===== src/rtl/riscvlong_inst_unpack_pipe_if.sv =====
// Handshake bundle between the front end, the field unpacker and issue.
// The unpacker takes the slave side; producer/consumer logic takes master.
interface riscvlong_inst_unpack_pipe_if #(
    parameter int NLANES = 1,
    parameter int XLEN   = 32
);
    logic                     in_val;
    logic                     in_rdy;
    logic [NLANES*32-1:0]     in_msg;
    logic [NLANES-1:0]        in_mask;

    logic                     out_val;
    logic                     out_rdy;
    logic [NLANES-1:0]        out_lane_val;
    logic [NLANES*3-1:0]      out_fmt;
    logic [NLANES*7-1:0]      out_opcode;
    logic [NLANES*5-1:0]      out_rd;
    logic [NLANES*5-1:0]      out_rs1;
    logic [NLANES*5-1:0]      out_rs2;
    logic [NLANES*3-1:0]      out_funct3;
    logic [NLANES*7-1:0]      out_funct7;
    logic [NLANES*XLEN-1:0]   out_imm;
    logic [31:0]              num_decoded;

    modport master (
        output in_val, in_msg, in_mask, out_rdy,
        input  in_rdy, out_val, out_lane_val, out_fmt, out_opcode,
        input  out_rd, out_rs1, out_rs2, out_funct3, out_funct7,
        input  out_imm, num_decoded
    );

    modport slave (
        input  in_val, in_msg, in_mask, out_rdy,
        output in_rdy, out_val, out_lane_val, out_fmt, out_opcode,
        output out_rd, out_rs1, out_rs2, out_funct3, out_funct7,
        output out_imm, num_decoded
    );
endinterface


===== src/rtl/riscvlong_inst_unpack_pipe.sv =====
// Multi-lane RISC-V instruction field unpacker with a decoded-bundle FIFO
// and a wrapping count of legally decoded, unmasked lanes.
module riscvlong_inst_unpack_pipe #(
    parameter int NLANES = 1,
    parameter int XLEN   = 32,
    parameter int DEPTH  = 2
) (
    input  logic clk,
    input  logic reset_n,
    riscvlong_inst_unpack_pipe_if.slave bus
);
    localparam int PW = (DEPTH > 1) ? $clog2(DEPTH) : 1;
    localparam int CW = $clog2(DEPTH + 1);

    typedef enum logic [2:0] {
        F_R   = 3'd0,
        F_I   = 3'd1,
        F_S   = 3'd2,
        F_SB  = 3'd3,
        F_U   = 3'd4,
        F_UJ  = 3'd5,
        F_ILL = 3'd7
    } fmt_e;

    typedef struct packed {
        fmt_e            fmt;
        logic [6:0]      opcode;
        logic [4:0]      rd;
        logic [4:0]      rs1;
        logic [4:0]      rs2;
        logic [2:0]      funct3;
        logic [6:0]      funct7;
        logic [XLEN-1:0] imm;
    } lane_t;

    typedef struct packed {
        logic [NLANES-1:0]        lane_val;
        lane_t [NLANES-1:0]       lane;
    } entry_t;

    function automatic fmt_e fmt_of(input logic [6:0] op);
        fmt_e f;
        f = F_ILL;
        case (op)
            7'b0110011: f = F_R;
            7'b0010011,
            7'b0000011,
            7'b1100111,
            7'b1110011: f = F_I;
            7'b0100011: f = F_S;
            7'b1100011: f = F_SB;
            7'b0110111,
            7'b0010111: f = F_U;
            7'b1101111: f = F_UJ;
            default:    f = F_ILL;
        endcase
        return f;
    endfunction

    function automatic lane_t decode(input logic [31:0] inst);
        lane_t      d;
        logic [31:0] imm32;
        d.fmt    = fmt_of(inst[6:0]);
        d.opcode = inst[6:0];
        d.rd     = inst[11:7];
        d.funct3 = inst[14:12];
        d.rs1    = inst[19:15];
        d.rs2    = inst[24:20];
        d.funct7 = inst[31:25];
        imm32    = '0;
        case (d.fmt)
            F_I:  imm32 = {{20{inst[31]}}, inst[31:20]};
            F_S:  imm32 = {{20{inst[31]}}, inst[31:25], inst[11:7]};
            F_SB: imm32 = {{20{inst[31]}}, inst[7], inst[30:25],
                           inst[11:8], 1'b0};
            F_U:  imm32 = {inst[31:12], 12'b0};
            F_UJ: imm32 = {{12{inst[31]}}, inst[19:12], inst[20],
                           inst[30:21], 1'b0};
            default: imm32 = '0;
        endcase
        // Widen through 64 bits so one expression serves XLEN 32 and 64.
        d.imm = XLEN'({{32{imm32[31]}}, imm32});
        return d;
    endfunction

    entry_t            dec;
    logic [2:0]        n_legal;
    entry_t            mem [DEPTH];
    entry_t            head;
    logic [PW-1:0]     wptr;
    logic [PW-1:0]     rptr;
    logic [CW-1:0]     count;
    logic [31:0]       num_q;
    logic              enq;
    logic              deq;
    logic              rdy;
    logic              val;

    always_comb begin
        dec          = '0;
        n_legal      = '0;
        dec.lane_val = bus.in_mask;
        for (int i = 0; i < NLANES; i++) begin
            dec.lane[i] = decode(bus.in_msg[32*i +: 32]);
            if (bus.in_mask[i] && dec.lane[i].fmt != F_ILL)
                n_legal = n_legal + 3'd1;
        end
    end

    function automatic logic [PW-1:0] nxt(input logic [PW-1:0] p);
        return (p == PW'(DEPTH - 1)) ? '0 : p + 1'b1;
    endfunction

    // Ready depends only on occupancy, so a full FIFO never enqueues
    // in the same cycle it dequeues.
    assign rdy = (count < CW'(DEPTH));
    assign val = (count != '0);
    assign enq = bus.in_val && rdy;
    assign deq = val && bus.out_rdy;

    always_ff @(posedge clk or negedge reset_n) begin
        if (!reset_n) begin
            wptr  <= '0;
            rptr  <= '0;
            count <= '0;
            num_q <= '0;
        end else begin
            if (enq)
                wptr <= nxt(wptr);
            if (deq)
                rptr <= nxt(rptr);
            if (enq && !deq)
                count <= count + 1'b1;
            else if (deq && !enq)
                count <= count - 1'b1;
            if (enq)
                num_q <= num_q + 32'(n_legal);
        end
    end

    always_ff @(posedge clk) begin
        if (enq)
            mem[wptr] <= dec;
    end

    assign head = val ? mem[rptr] : '0;

    always_comb begin
        bus.out_fmt    = '0;
        bus.out_opcode = '0;
        bus.out_rd     = '0;
        bus.out_rs1    = '0;
        bus.out_rs2    = '0;
        bus.out_funct3 = '0;
        bus.out_funct7 = '0;
        bus.out_imm    = '0;
        for (int i = 0; i < NLANES; i++) begin
            bus.out_fmt[3*i +: 3]       = head.lane[i].fmt;
            bus.out_opcode[7*i +: 7]    = head.lane[i].opcode;
            bus.out_rd[5*i +: 5]        = head.lane[i].rd;
            bus.out_rs1[5*i +: 5]       = head.lane[i].rs1;
            bus.out_rs2[5*i +: 5]       = head.lane[i].rs2;
            bus.out_funct3[3*i +: 3]    = head.lane[i].funct3;
            bus.out_funct7[7*i +: 7]    = head.lane[i].funct7;
            bus.out_imm[XLEN*i +: XLEN] = head.lane[i].imm;
        end
    end

    assign bus.in_rdy       = rdy;
    assign bus.out_val      = val;
    assign bus.out_lane_val = head.lane_val;
    assign bus.num_decoded  = num_q;
endmodule


===== src/flat_wrapper.sv =====
// flat-port wrapper written by rule: the top's interface ports become plain ports
module riscvlong_inst_unpack_pipe_flat 
#(
    parameter int NLANES = 1,
    parameter int XLEN   = 32,
    parameter int DEPTH  = 2
)
  (clk, reset_n, bus_in_val, bus_in_msg, bus_in_mask, bus_out_rdy, bus_in_rdy, bus_out_val, bus_out_lane_val, bus_out_fmt, bus_out_opcode, bus_out_rd, bus_out_rs1, bus_out_rs2, bus_out_funct3, bus_out_funct7, bus_out_imm, bus_num_decoded);
  riscvlong_inst_unpack_pipe_if #(.NLANES(NLANES), .XLEN(XLEN)) bus_i ();
  input  logic clk;
  input  logic reset_n;
  input wire logic [$bits(bus_i.in_val)-1:0] bus_in_val;
  input wire logic [$bits(bus_i.in_msg)-1:0] bus_in_msg;
  input wire logic [$bits(bus_i.in_mask)-1:0] bus_in_mask;
  input wire logic [$bits(bus_i.out_rdy)-1:0] bus_out_rdy;
  output wire logic [$bits(bus_i.in_rdy)-1:0] bus_in_rdy;
  output wire logic [$bits(bus_i.out_val)-1:0] bus_out_val;
  output wire logic [$bits(bus_i.out_lane_val)-1:0] bus_out_lane_val;
  output wire logic [$bits(bus_i.out_fmt)-1:0] bus_out_fmt;
  output wire logic [$bits(bus_i.out_opcode)-1:0] bus_out_opcode;
  output wire logic [$bits(bus_i.out_rd)-1:0] bus_out_rd;
  output wire logic [$bits(bus_i.out_rs1)-1:0] bus_out_rs1;
  output wire logic [$bits(bus_i.out_rs2)-1:0] bus_out_rs2;
  output wire logic [$bits(bus_i.out_funct3)-1:0] bus_out_funct3;
  output wire logic [$bits(bus_i.out_funct7)-1:0] bus_out_funct7;
  output wire logic [$bits(bus_i.out_imm)-1:0] bus_out_imm;
  output wire logic [$bits(bus_i.num_decoded)-1:0] bus_num_decoded;
  assign bus_i.in_val = bus_in_val;
  assign bus_i.in_msg = bus_in_msg;
  assign bus_i.in_mask = bus_in_mask;
  assign bus_i.out_rdy = bus_out_rdy;
  assign bus_in_rdy = bus_i.in_rdy;
  assign bus_out_val = bus_i.out_val;
  assign bus_out_lane_val = bus_i.out_lane_val;
  assign bus_out_fmt = bus_i.out_fmt;
  assign bus_out_opcode = bus_i.out_opcode;
  assign bus_out_rd = bus_i.out_rd;
  assign bus_out_rs1 = bus_i.out_rs1;
  assign bus_out_rs2 = bus_i.out_rs2;
  assign bus_out_funct3 = bus_i.out_funct3;
  assign bus_out_funct7 = bus_i.out_funct7;
  assign bus_out_imm = bus_i.out_imm;
  assign bus_num_decoded = bus_i.num_decoded;
  riscvlong_inst_unpack_pipe #(.NLANES(NLANES), .XLEN(XLEN), .DEPTH(DEPTH)) u_core (.clk(clk), .reset_n(reset_n), .bus(bus_i));
endmodule

===== config.mk =====
export PLATFORM = sky130hd
export DESIGN_NAME = riscvlong_inst_unpack_pipe_flat
export DESIGN_NICKNAME = d
export VERILOG_FILES = /design/src/rtl/riscvlong_inst_unpack_pipe_if.sv /design/src/rtl/riscvlong_inst_unpack_pipe.sv /design/src/flat_wrapper.sv
export SDC_FILE = /design/constraint.sdc
export NUM_CORES = 1
export LEC_CHECK = 0
export BUFFER_PORTS_ARGS = -buffer_cell sky130_fd_sc_hd__buf_2
export CORE_ASPECT_RATIO = 1.1
export CORE_MARGIN = 2
export CORE_UTILIZATION = 57
export CTS_BUF_LIST = sky130_fd_sc_hd__clkbuf_8
export DETAILED_ROUTE_END_ITERATION = 8
export PLACE_DENSITY = 0.86
export SLEW_MARGIN = 40
export SYNTH_ARGS = -nofsm -noshare
export SYNTH_HDL_FRONTEND = slang
export SYNTH_SLANG_ARGS = --single-unit

===== constraint.sdc =====
create_clock -name clk -period 8 [get_ports clk]
set_clock_uncertainty 0.15 [all_clocks]
set_input_delay 1.6 -clock clk [delete_from_list [all_inputs] [get_ports clk]]
set_output_delay 1.6 -clock clk [all_outputs]
set_load 0.02 [all_outputs]

# [Word-level counts from Yosys, hierarchy flattened]
# Memory sizes are Yosys's and may differ from the RTL's.
# Index checks and enable logic that the tools add are counted.
# Widths: inputs -> output; s select.
[op_classes] mux=10 n_div=0 n_addsub=5 bitwise=0 shift=0 n_reduce_logical=11 eq_ne=16 mul=0 n_lt_le_gt_ge=1
[ops] cell="$pmux 32 s5" n=1
[ops] cell="$mux 68" n=1
[ops] cell="$add 32x1->32" n=1
[ops] cell="$eq 7x7->1 const B" n=4
[ops] cell="$eq 7x6->1 const B" n=3
[ops] cell="$pmux 3 s6" n=1
[ops] cell="$eq 7x5->1 const B" n=2
[ops] cell="$eq 7x2->1 const B" n=1
[ops] cell="$eq 3x2->1 const B" n=2
[ops] cell="$eq 3x3->1 const B" n=2
[ops] cell="$logic_and 1x1->1" n=5
[ops] cell="$mux 1" n=5
[ops] cell="$mux 2" n=2
[ops] cell="$reduce_bool 2->1" n=2
[ops] cell="$reduce_or 4->1" n=1
[ops] cell="$eq 3x1->1 const B" n=1
[ops] cell="$ne 3x3->1 const B" n=1
[ops] cell="$add 1x1->1 const B" n=2
[ops] cell="$add 2x1->2 const B" n=1
[ops] cell="$logic_not 1->1" n=2
[ops] cell="$lt 2x2->1 const B" n=1
[ops] cell="$reduce_or 2->1" n=1
[ops] cell="$sub 2x1->2 const B" n=1
[word_totals] output_inout_bits=102 rom_bits=0 elab_cells=48 in_bits=37 latch_bits=0 mem_count=1 reg_bits=36 ram_bits=136
[memory_table] name="u_core.mem" words=2 width=68 rd=1 rd_ports_with_merged_regs=0 wr=1 line="riscvlong_inst_unpack_pipe.sv:88" text="entry_t mem [DEPTH];"

# [Depth between registers and ports, before layout]
[depth] ltp_word=7 depth_mapped=15 depth_no_buf=12

# [Worst setup path before layout]
# No wires, ideal clock.
[synth_path] path_type="in2reg" start="input port bus_in_val" end="memory u_core.mem[0][0] (netlist name), enable pin" required_ns=7.272 path_slack_ns=0.979 setup_ns=0.578 t_arrival_ns=6.293 path_buffers=0 cell_stages=2 path_cell_list="inv_1 > nor3_1"
[synth_via] elab_chain_len=3
[synth_lines] element="from (decl)" line="flat_wrapper.sv:12" text="input wire logic [$bits(bus_i.in_val)-1:0] bus_in_val;"
[synth_lines] element="$logic_and 1x1->1" line="riscvlong_inst_unpack_pipe.sv:118" text="assign enq = bus.in_val && rdy;"
[synth_lines] element="$mux 1" line="riscvlong_inst_unpack_pipe.sv:142" text="if (enq)"
[synth_lines] element="$mux 1 (not written as such)" line="riscvlong_inst_unpack_pipe.sv:143" text="mem[wptr] <= dec;"
[synth_lines] element="to (decl)" line="riscvlong_inst_unpack_pipe.sv:88"
# No other way between the ends.

# [Final worst setup path]
[layout_path] start="input port bus_in_msg[2]" end="register u_core.num_q[30], in the netlist u_core.bus.num_decoded[30]"
[layout_via] elab_chain_len=7 word_cells_on_any_way=17 cone_classes="1 x add/sub; 11 x eq/ne; 2 x mux; 3 x reduce/logical"
[layout_lines] element="from (decl)" line="flat_wrapper.sv:13" text="input wire logic [$bits(bus_i.in_msg)-1:0] bus_in_msg;"
[layout_lines] element="$eq 7x5->1 (tied with other cells)" line="riscvlong_inst_unpack_pipe.sv:44" text="case (op)"
[layout_lines] element="$reduce_or 4->1 or $reduce_or 2->1 (tied branches)" line="riscvlong_inst_unpack_pipe.sv:44"
[layout_lines] element="$pmux 3 s6 (*)" line="riscvlong_inst_unpack_pipe.sv:44"
[layout_lines] element="$ne 3x3->1 (*)" line="riscvlong_inst_unpack_pipe.sv:105" text="if (bus.in_mask[i] && dec.lane[i].fmt != F_ILL)"
[layout_lines] element="$logic_and 1x1->1 (*)" line="riscvlong_inst_unpack_pipe.sv:105"
[layout_lines] element="$mux 1 (*)" line="riscvlong_inst_unpack_pipe.sv:105"
[layout_lines] element="$add 32x1->32 (*)" line="riscvlong_inst_unpack_pipe.sv:137" text="num_q <= num_q + 32'(n_legal);"
[layout_lines] element="to (signal assigned)" line="riscvlong_inst_unpack_pipe.sv:137"
[layout_lines] element="to (decl)" line="riscvlong_inst_unpack_pipe.sv:93" text="logic [31:0] num_q;"
# Mark *: on every way between the ends. The rest lies on a longest branch, timed or not.
# A chain may end at the register's enable or synchronous reset.

==> out/metrics.yaml <==
global_route:
  grt_max_degree: 70
  grt_pass1_vias: 4639
  grtUsageMet2_pct: 35.9
  grt_first_pass_wirelength_mm: 23.6
  grt_usage_pct: 22.2
  overflow: 0
  grt_antenna_before_repair: 0
  grt_util_met3_pct: 6.37
  use_met1_pct: 28.7
  gr-max-usage-layer: "met2"
synth:
  syn_nets: 571
  synth_edf_count: 136
  synthCells: 530
  synth_common_cells: "136 x edfxtp_1, 86 x nor2_1, 68 x mux2i_1, 36 x dfrtp_1, 31 x nand2_1"
  ys_warn_count: 0
  synth_top_flop_cell: "edfxtp_1"
  synth_seq_cells: 172
  synth_area_leaders: "edfxtp_1 55%, dfrtp_1 12%, mux2i_1 9.2%"
  yosys.cell_types.count: 54
  syn_avg_cell_area_um2: 13.9
  ys_seq_area_share_pct: 67.4
  syn_area_mm2: 0.00739
  synth.most_common_cell: "edfxtp_1"
  yosys.area.top_type: "edfxtp_1"
  async_flop_share_pct: 20.9
  synth_top_area_share_pct: 55.2
clock_network:
  clk_latency_ns: 0.46
  clockBufferDepth: 2
  cts_resized: 0
  tritoncts: "done"
  postCtsHoldBufs: 0
  clk_pin_slew_ns: 0.09
  cts_setup_buffers: 0
  root_buffer: "clkbuf_8"
  numCtsBuffers: 17
  numClockSinks: 172
  cts-htree-levels: 4
placed_design:
  gp_congestion: 0.855
  dp_slack_ns: 3.03
  port_buffers: 138
  dpl_cell_area_mm2: 0.00822
  dp_hpwl_mm: 9.76
sta:
  tns_ns: 0
  post-route-period-util_pct: 56.4
  slew_viol_final: 0
  worst_slack_ns: 3.49
  relSlewSlack_pct: 51.0
  worstMarginPinSlew_ns: 0.734
  fin_crit_ns: 4.51
  rsz0062_at_grt: "false"
  hold_viol: 0
  fmax_ghz: 0.222
  setup_viol: 0
die:
  rows: 43
  die_h_um: 123
  die_x_um: 113
  core_mm2: 0.0126
  initial_core_util_pct: 58.5
  io_pins: 139
  die_area_mm2: 0.0139
critical_path:
  critical_path_class: "input port to flop"
  crit_fanout: 13
  worstSetupStartpointType: "input port"
  critPathArrivalTime_ns: 4.72
  cp.required_ns: 8.21
  cp-end-kind: "flop"
route:
  postRouteWirelength_mm: 14.8
  viasPerCell: 5.62
  antenna_left: 0
  vias: 4702
  first_iter_violations: 316
  first_pass_iters: 4
  drc_errors: 0
  post_drt_wl_per_cell_um: 17.6
pwr:
  irDropWorstVdd_v: 0.000192
  cellLeakagePower_nw: 3.73
  powerDensity_mw_per_mm2: 319
layout:
  syn2layout_area_growth_pct: 16.8
  finish.net_count: 708
  drive_gt1_share_pct: 28.5
  num-fill-cells: 875
  fin_area_mm2: 0.00863
  diodes: 0
run_status:
  status: "completed"
worst_hold_path:
  hold_path.class: "flop to flop"
flow_run:
  max_cap_viol_count: 0
==> logic make-up (layout without fill, tap and decap cells) <==
logic type | Yosys count | in the layout | synth area share, %
buffers and inverters | 30 | 180 | 2.05
adders and majority gates | 4 | 4 | 0.677
AOI/OAI and AO/OA | 46 | 46 | 4.71
muxes | 70 | 70 | 9.51
DFF | 172 | 172 | 67.4
and+or+nand+nor | 172 | 172 | 11.4
xor gates and xnor gates | 36 | 36 | 4.27
==> flip-flops by register name (all words and copies together) (netlist names) <==
name                    cells
u_core.count                2
u_core.bus.num_decoded     32
u_core.wptr                 1
u_core.mem                136
u_core.rptr                 1
==> where the power goes <==
group	leakage [nW]	internal, W	switching [W]
Clock	0.196	0.000308	0.000313
Combinational	1.74	0.000319	0.000615
Sequential	1.79	0.00111	0.0000852
Total	3.73	0.00174	0.00101
==> cells in the final DEF, fill, tap and decap left out, types with 8 or more instances in the layout <==
cell,count
buf_2,137
mux2i_1,68
edfxtp_1,136
dfrtp_1,35
xor2_1,8
a21oi_1,12
clkbuf_8,17
nand3_1,9
nor2_1,84
nand4_1,8
nand2_1,31
xnor2_1,28
a21o_1,10
==> routing by layer <==
layer  part of all wire, %  wire [µm]  vias up
li1                      -          -     2213
met3                   6.7        989       26
met4                   1.9        274        0
met5                     0          0        -
met2                    50       7320      187
met1                    42       6180     2276
==> cell type report <==
cell class                      count  area, µm²  share of cell area (%)
Sequential cell                   172       4990                    57.8
Multi-Input combinational cell    328       2280                    26.4
Timing Repair Buffer              142        739                    8.56
Clock buffer                       17        234                    2.71
Tap cell                          157        196                    2.28
Clock inverter                     15        171                    1.99
Inverter                            6       22.5                   0.261
==> worst paths after layout <==
path	slack, ns	endpoint	cells after the start	from
setup / recovery	3.49	u_core.bus.num_decoded[30]	13	bus_in_msg[2]
hold / removal	0.33	u_core.bus.num_decoded[31]	1	u_core.bus.num_decoded[31]
setup reg to reg	5.72	u_core.bus.num_decoded[30]	7	u_core.bus.num_decoded[0]
hold reg to reg	0.33	u_core.bus.num_decoded[31]	1	u_core.bus.num_decoded[31]
max in group asynchronous	6.43	u_core.rptr	1	reset_n
min in group asynchronous	0.93	u_core.bus.num_decoded[24]	1	reset_n
==> worst max-delay path, cell delays in order <==
cell      delay, ns
buf_2          0.22
and4_1         0.27
o2bb2a_4       0.21
ha_1           0.32
o21ai_2        0.25
and2_1         0.21
ha_1           0.17
ha_1           0.19
nand4b_1       0.14
nor4_2         0.51
and3_1         0.33
nand3_1        0.14
xnor2_1        0.15
==> stage by stage <==
step / hold slack, ns / total power [W] / instances / utilization [%]
floorplan: 0.307 / 0.00185 / 530 / -
global placement: 0.316 / 0.00214 / 804 / 64.8
detailed placement: 0.319 / 0.00216 / 805 / 65.0
CTS: 0.333 / 0.00278 / 837 / 68.2
global route: 0.344 / 0.00289 / 837 / 68.3
finish: 0.329 / 0.00275 / 837 / 68.3
(Power assumes the default switching activity.)
